### config.mk
export PLATFORM = sky130hd
export DESIGN_NAME = conv_relu_pool
export DESIGN_NICKNAME = d
export VERILOG_FILES = /design/src/rtl/conv_relu_pool.sv
export SDC_FILE = /design/constraint.sdc
export NUM_CORES = 1
export LEC_CHECK = 0
export ABC_AREA = 1
export CELL_PAD_IN_SITES_DETAIL_PLACEMENT = 0
export CELL_PAD_IN_SITES_GLOBAL_PLACEMENT = 1
export CORE_ASPECT_RATIO = 1.25
export CORE_MARGIN = 3
export CORE_UTILIZATION = 30
export CTS_BUF_LIST = sky130_fd_sc_hd__clkbuf_4 sky130_fd_sc_hd__clkbuf_8
export CTS_CLUSTER_DIAMETER = 50
export DETAILED_ROUTE_END_ITERATION = 6
export PLACE_DENSITY_LB_ADDON = 0.1
export SYNTH_ARGS = -nofsm -noshare
export SYNTH_HDL_FRONTEND = slang
export SYNTH_SLANG_ARGS = --single-unit
### constraint.sdc
create_clock -name clk -period 10.6 [get_ports clk]
set_input_delay 1.59 -clock clk [delete_from_list [all_inputs] [get_ports clk]]
set_output_delay 1.59 -clock clk [all_outputs]
set_load 0.03 [all_outputs]
### src/rtl/conv_relu_pool.sv
// ReLU followed by 2x2/stride-2 max pooling over a raster-ordered stream of conv sums.
// A half-row line buffer holds the horizontal pair maxima of each even row.
module conv_relu_pool #(
  parameter int WIDTH   = 9,
  parameter int ROW_LEN = 30,
  parameter int ADDR_W  = 4
) (
  input  logic                 clk,
  input  logic                 rst_n,
  input  logic                 in_valid,
  input  logic                 in_sof,
  input  logic [2*WIDTH-1:0]   data_in,
  output logic                 out_valid,
  output logic                 out_eol,
  output logic [2*WIDTH-1:0]   data_out
);

  localparam int DW    = 2 * WIDTH;
  localparam int COL_W = (ROW_LEN > 2) ? $clog2(ROW_LEN) : 1;
  localparam int DEPTH = ROW_LEN / 2;
  localparam logic [COL_W-1:0] LAST_COL = COL_W'(ROW_LEN - 1);

  function automatic logic [DW-1:0] umax(input logic [DW-1:0] a, input logic [DW-1:0] b);
    return (a >= b) ? a : b;
  endfunction

  logic [COL_W-1:0]  col, eff_col;
  logic              row_odd, eff_row_odd;
  logic [DW-1:0]     hreg, relu, h, lb_rd, pooled;
  logic [ADDR_W-1:0] lb_addr;
  logic              lb_we;
  logic [DW-1:0]     lbuf [DEPTH];

  // A start-of-frame sample overrides the running position, discarding any partial frame.
  always_comb begin
    eff_col     = in_sof ? '0 : col;
    eff_row_odd = in_sof ? 1'b0 : row_odd;
    relu        = data_in[DW-1] ? '0 : data_in;
    h           = umax(hreg, relu);
    lb_addr     = ADDR_W'(eff_col >> 1);
    lb_rd       = lbuf[lb_addr];
    pooled      = umax(h, lb_rd);
    lb_we       = in_valid & eff_col[0] & ~eff_row_odd;
  end

  // NOTE: the line buffer has no reset; every entry is written on an even row before the odd row reads it.
  always_ff @(posedge clk) begin
    if (lb_we) lbuf[lb_addr] <= h;
  end

  always_ff @(posedge clk or negedge rst_n) begin
    if (!rst_n) begin
      out_valid <= 1'b0;
      out_eol   <= 1'b0;
      data_out  <= '0;
      col       <= '0;
      row_odd   <= 1'b0;
      hreg      <= '0;
    end else begin
      out_valid <= 1'b0;
      out_eol   <= 1'b0;
      if (in_valid) begin
        if (!eff_col[0]) begin
          hreg <= relu;
        end else if (eff_row_odd) begin
          data_out  <= pooled;
          out_valid <= 1'b1;
          out_eol   <= (eff_col == LAST_COL);
        end
        if (eff_col == LAST_COL) begin
          col     <= '0;
          row_odd <= ~eff_row_odd;
        end else begin
          col     <= eff_col + COL_W'(1);
          row_odd <= eff_row_odd;
        end
      end
    end
  end

endmodule

### Word level (Yosys, flattened, before mapping)

Memories as Yosys holds them, arrays and structs flattened.
Cells that the tools add are included.

| word-level totals | value |
|---|---|
| input port bits | 22 |
| memories kept | 1 |
| bits in registers | 44 |
| RAM bits | 270 |
| logic and storage cells | 32 |

Memory list:

| memory | depth | width | rd ports | clocked after Yosys merged registers in | write ports | line | source |
|---|---|---|---|---|---|---|---|
| lbuf | 15 | 18 | 1 | 0 | 1 | 32 | `logic [DW-1:0] lbuf [DEPTH];` |

| cells by class | value |
|---|---|
| add/subtract/negate cells | 1 |
| $lt $le $gt $ge | 2 |
| reductions and logical operators | 2 |
| mux-type cells | 15 |
| equal/unequal tests | 1 |
| bitwise operators | 4 |

Operators with widths:

| operator | count |
|---|---|
| $mux 18 | 2 |
| $ge 18x17->1 | 1 |
| $ge 18x18->1 | 1 |
| $mux 17 | 1 |
| $mux 1 | 10 |
| $mux 5 | 2 |
| $add 5x1->5 const B | 1 |
| $eq 5x5->1 const B | 1 |
| $reduce_and 3->1 | 1 |
| $and 1x1->1 | 2 |
| $not 1->1 | 2 |
| $reduce_and 2->1 | 1 |

### Longest topological paths before layout

| logic depth | value |
|---|---|
| depth in word-level cells | 5 |
| depth in mapped cells | 31 |
| gate-level depth less buffers | 28 |

### Worst setup path before layout

No wires, ideal clock.

| timing path | value |
|---|---|
| path type | input -> register |
| start point | in data_in[17] |
| end point | reg data_out[10] |
| required time | 10.483 ns |
| path buffers | 3 |
| stages | 26 |
| data arrival time | 4.913 ns |
| setup slack | 5.570 ns |
| path through | clkinv_1 clkbuf_1 nand2_1 ha_1 nand2_1 nand2_1 nand2_1 nand2_1 a21oi_4 nand4_2 buf_2 nand2_1 nand2_1 ha_1 nand2_1 nor2_1 o21ai_0 nand3_1 nand2_1 nand2_1 nand2_1 nand2_2 clkbuf_1 nand3_1 nand3_1 nand2_1 |

| between the ends | value |
|---|---|
| cells in the longest elaborated chain, start to end | 5 |

RTL lines:

| item | line | source |
|---|---|---|
| start, declared | 12 | `input logic [2*WIDTH-1:0] data_in,` |
| $mux 17 * | 38 | `relu = data_in[DW-1] ? '0 : data_in;` |
| $ge 18x17->1 | 24 | `return (a >= b) ? a : b;` |
| $mux 18 * | 24 |  |
| net h[5] | 29 | `logic [DW-1:0] hreg, relu, h, lb_rd, pooled;` |
| $ge 18x18->1 * | 24 |  |
| $mux 18 * | 24 |  |
| end signal, assigned | 66 | `data_out <= pooled;` |
| end, declared | 15 | `output logic [2*WIDTH-1:0] data_out` |

Mark *: on every way through the listed nets, which the timed path passes. The rest lies on a longest branch.
A chain may end at the register's enable or synchronous reset.

### Worst setup path in the final report

| timing path | value |
|---|---|
| start point | in data_in[17] |
| end point | reg data_out[11] |

Same word-level chain as after synthesis.

==> metrics <==
Total Routing Usage GR=16.9%; RSZ-0062 raised after global routing=false; Clk Latency, worst-skew pair=0.59 ns; DRT antenna net count=0; setup TNS=0 ns; CP max-delay cell=nand4_2; post-DR vias/cell=4.60; Post-synth EDFFs=255; share of the synthesized area in the top cell type=57.1%; Clock Tree Buf Depth=3; gpl congestion=0.753; final setup violation count=0; Avg Synthesized Cell Area=9.85 sq um; Mapped Cells=1361; Max Fclk=152 MHz; nets=1475; FF+latch count, synth=297; Crit Path Category=primary input to flip-flop; Syn Std Cell Area=13400 sq um; post-synth top area cell=edfxtp_1; slowest cell delay on critical path=0.54 ns; Synth top cells by count=nand2_1 (646), edfxtp_1 (255), nand3_1 (107), inv_1 (65), nor2_1 (58); Die ar.=47300 sq um; vias in the first global route=9279; Arrival @ worst endpoint=7.11 ns; sequential area share after synthesis=65.0%; Post-Route WL=40000 um; Slew headroom=35.8%; CTS buffer count=48; I/O pin total=42; critical path cell sequence=clkdlybuf4s50_1, clkinv_1, nand2_1, ha_1, nand2_1, inv_1, nand2_1, nand2_1, a21oi_4, nand4_2, nand2_1, nand2_1, ha_1, nand2_1, a21oi_1, nor2_1, a21boi_0, nor2_1, nand2_2, inv_1, nand2_1, nand3_1, nand2_1; max-slew violations=0; most used cell, CP=nand2_1; CP Max Fanout=19; clk_skew=0.0223 ns; Critical Path RT=11.11 ns; CTS Hold Bufs=0; dpl hpwl=23400 um; VDD IR-drop max=0.0000933 V; crit path time final=6.60 ns; Root Driver=clkbuf_8; core area=43600 sq um; DR vias=9271; number of max-cap violations=0; initial core utilization=30.7%; Power per Cell Area=198 nW/um^2; Pwr Total=0.00305 W; Cell Rows=85; Hold Vio Cnt, Final=0; Setup Fix Bufs, Post-CTS=0; Hold/Removal Path Class=flip-flop to flip-flop; count of different cell masters after synthesis=31; Wirelength per Cell=19.8 um; Worst-Margin Slew=0.960 ns; share of cells above drive strength 1=10.6%; Clock Sinks=297; syn_nets=1420; Worst setup EP type=flip-flop; DR pass1 iterations=4; P&R area growth vs syn=15.3%; dominant synthesized flop cell=edfxtp_1; width of the die=195 um; Clock transition at path regs=0.06 ns; ys async rst share=14.1%; Port-buffer cells=40; TritonCTS clock tree=done; Detailed Route Iter0 Violations=595; # DRC=0; top post-synthesis cells by area=edfxtp_1 (57%), nand2_1 (18%), dfrtp_1 (7.8%), nand3_1 (4.0%), ha_1 (3.5%); initial antenna violation count=1; status=finished clean; Final Cycle Share=62.3%; Chip Height=242 um; Ys Warns=0; post-CTS resize count=0; count leader, synth=nand2_1; maximum level of the CTS H-tree=2; largest net degree at the start of global routing=62; CP startpoint kind=primary input; GR Overflow Total=0; first-pass GRT wire length=59900 um; Leak=6.37 nW
[kinds of logic after synthesis]
kind of cell | after synthesis | synth area share (%)
AND/OR/NAND/NOR | 840 | 25.3
other | 1 | 0.0280
XOR/XNOR | 2 | 0.131
buffers and inverters | 145 | 4.49
AO/OA/AOI/OAI | 39 | 1.64
adder cells (fa/ha/maj) | 37 | 3.46
flip-flops | 297 | 65.0
[critical path: cells and delay by family]
family                     cells  cell delay (ns)
buffers and inverters          4             1.29
adders and majority gates      2             0.72
AOI/OAI and AO/OA              3             0.91
and+or+nand+nor               14             2.56
[metal layers]
| metal | vias up | GRT usage, % | wire length (um) |
|---|---|---|---|
| met5 | - | 0 | 0 |
| met4 | 0 | 4.87 | 1010 |
| met3 | 69 | 2.41 | 1580 |
| met2 | 162 | 29.7 | 19800 |
| met1 | 4470 | 21.7 | 17600 |
| li1 | 4570 | - | - |
[area by class of cell]
class                           instances  area, sq um
Fill cell                            4464        28200
Sequential cell                       297         8710
Multi-Input combinational cell        919         4220
Clock buffer                           66          827
Tap cell                              565          707
Timing Repair Buffer                   51          478
Inverter                               99          372
Clock inverter                         18          129
Antenna cell                            2         5.00
[through the flow]
step / setup WS, ns / cells / hold WS [ns] / cell area [sq um] / utilization (%)
after floorplan: 5.57 / 1361 / 0.502 / 13400 / -
final: 4.00 / 2017 / 0.515 / 15400 / 35.4
after global routing: 3.46 / 2016 / 0.557 / 15400 / 35.4
after CTS: 3.96 / 2015 / 0.521 / 15400 / 35.4
after detailed placement: 3.33 / 1931 / 0.497 / 14500 / 33.2
after global placement: 3.48 / 1931 / 0.512 / 14500 / 33.2
[registers in the layout, indices dropped and copies added (netlist names)]
register,cells
hreg,17
lbuf,255
col,5
out_eol,1
row_odd,1
out_valid,1
data_out,17
[placed cells by master (no fill, tap or decap), drive strengths merged]
cell type	count
a21boi	1
a21o	2
a21oi	25
buf	12
bufinv	2
clkbuf	66
clkdlybuf4s50	39
clkinv	18
conb	1
dfrtp	42
diode	2
edfxtp	255
ha	37
inv	97
nand2	649
nand3	107
nand3b	1
nand4	10
nor2	71
nor3	2
o21ai	7
o21bai	1
o22ai	3
xnor2	1
xor2	1
[power breakdown]
group / leakage (nW) / switching [W] / total [W] / internal, W
Clock: 0.511 / 0.000461 / 0.00101 / 0.000551
Combinational: 3.01 / 0.000441 / 0.000619 / 0.000177
Sequential: 2.85 / 0.0000373 / 0.00142 / 0.00139
Total: 6.37 / 0.000940 / 0.00305 / 0.00211
[path summary, 6_finish.rpt]
check / from / endpoint / slack [ns] / depth (start not counted)
min: data_out[2]$_DFFE_PN0P_ / data_out[2]$_DFFE_PN0P_ / 0.52 / 2
max in group asynchronous: rst_n / hreg[13]$_DFFE_PN0P_ / 9.08 / 2
min in group asynchronous: rst_n / out_eol$_DFF_PN0_ / 1.09 / 2
min reg2reg: data_out[2]$_DFFE_PN0P_ / data_out[2]$_DFFE_PN0P_ / 0.52 / 2
max reg2reg: hreg[13]$_DFFE_PN0P_ / data_out[11]$_DFFE_PN0P_ / 5.71 / 20
max: data_in[17] / data_out[11]$_DFFE_PN0P_ / 4.00 / 23
(Power assumes the default switching activity.)
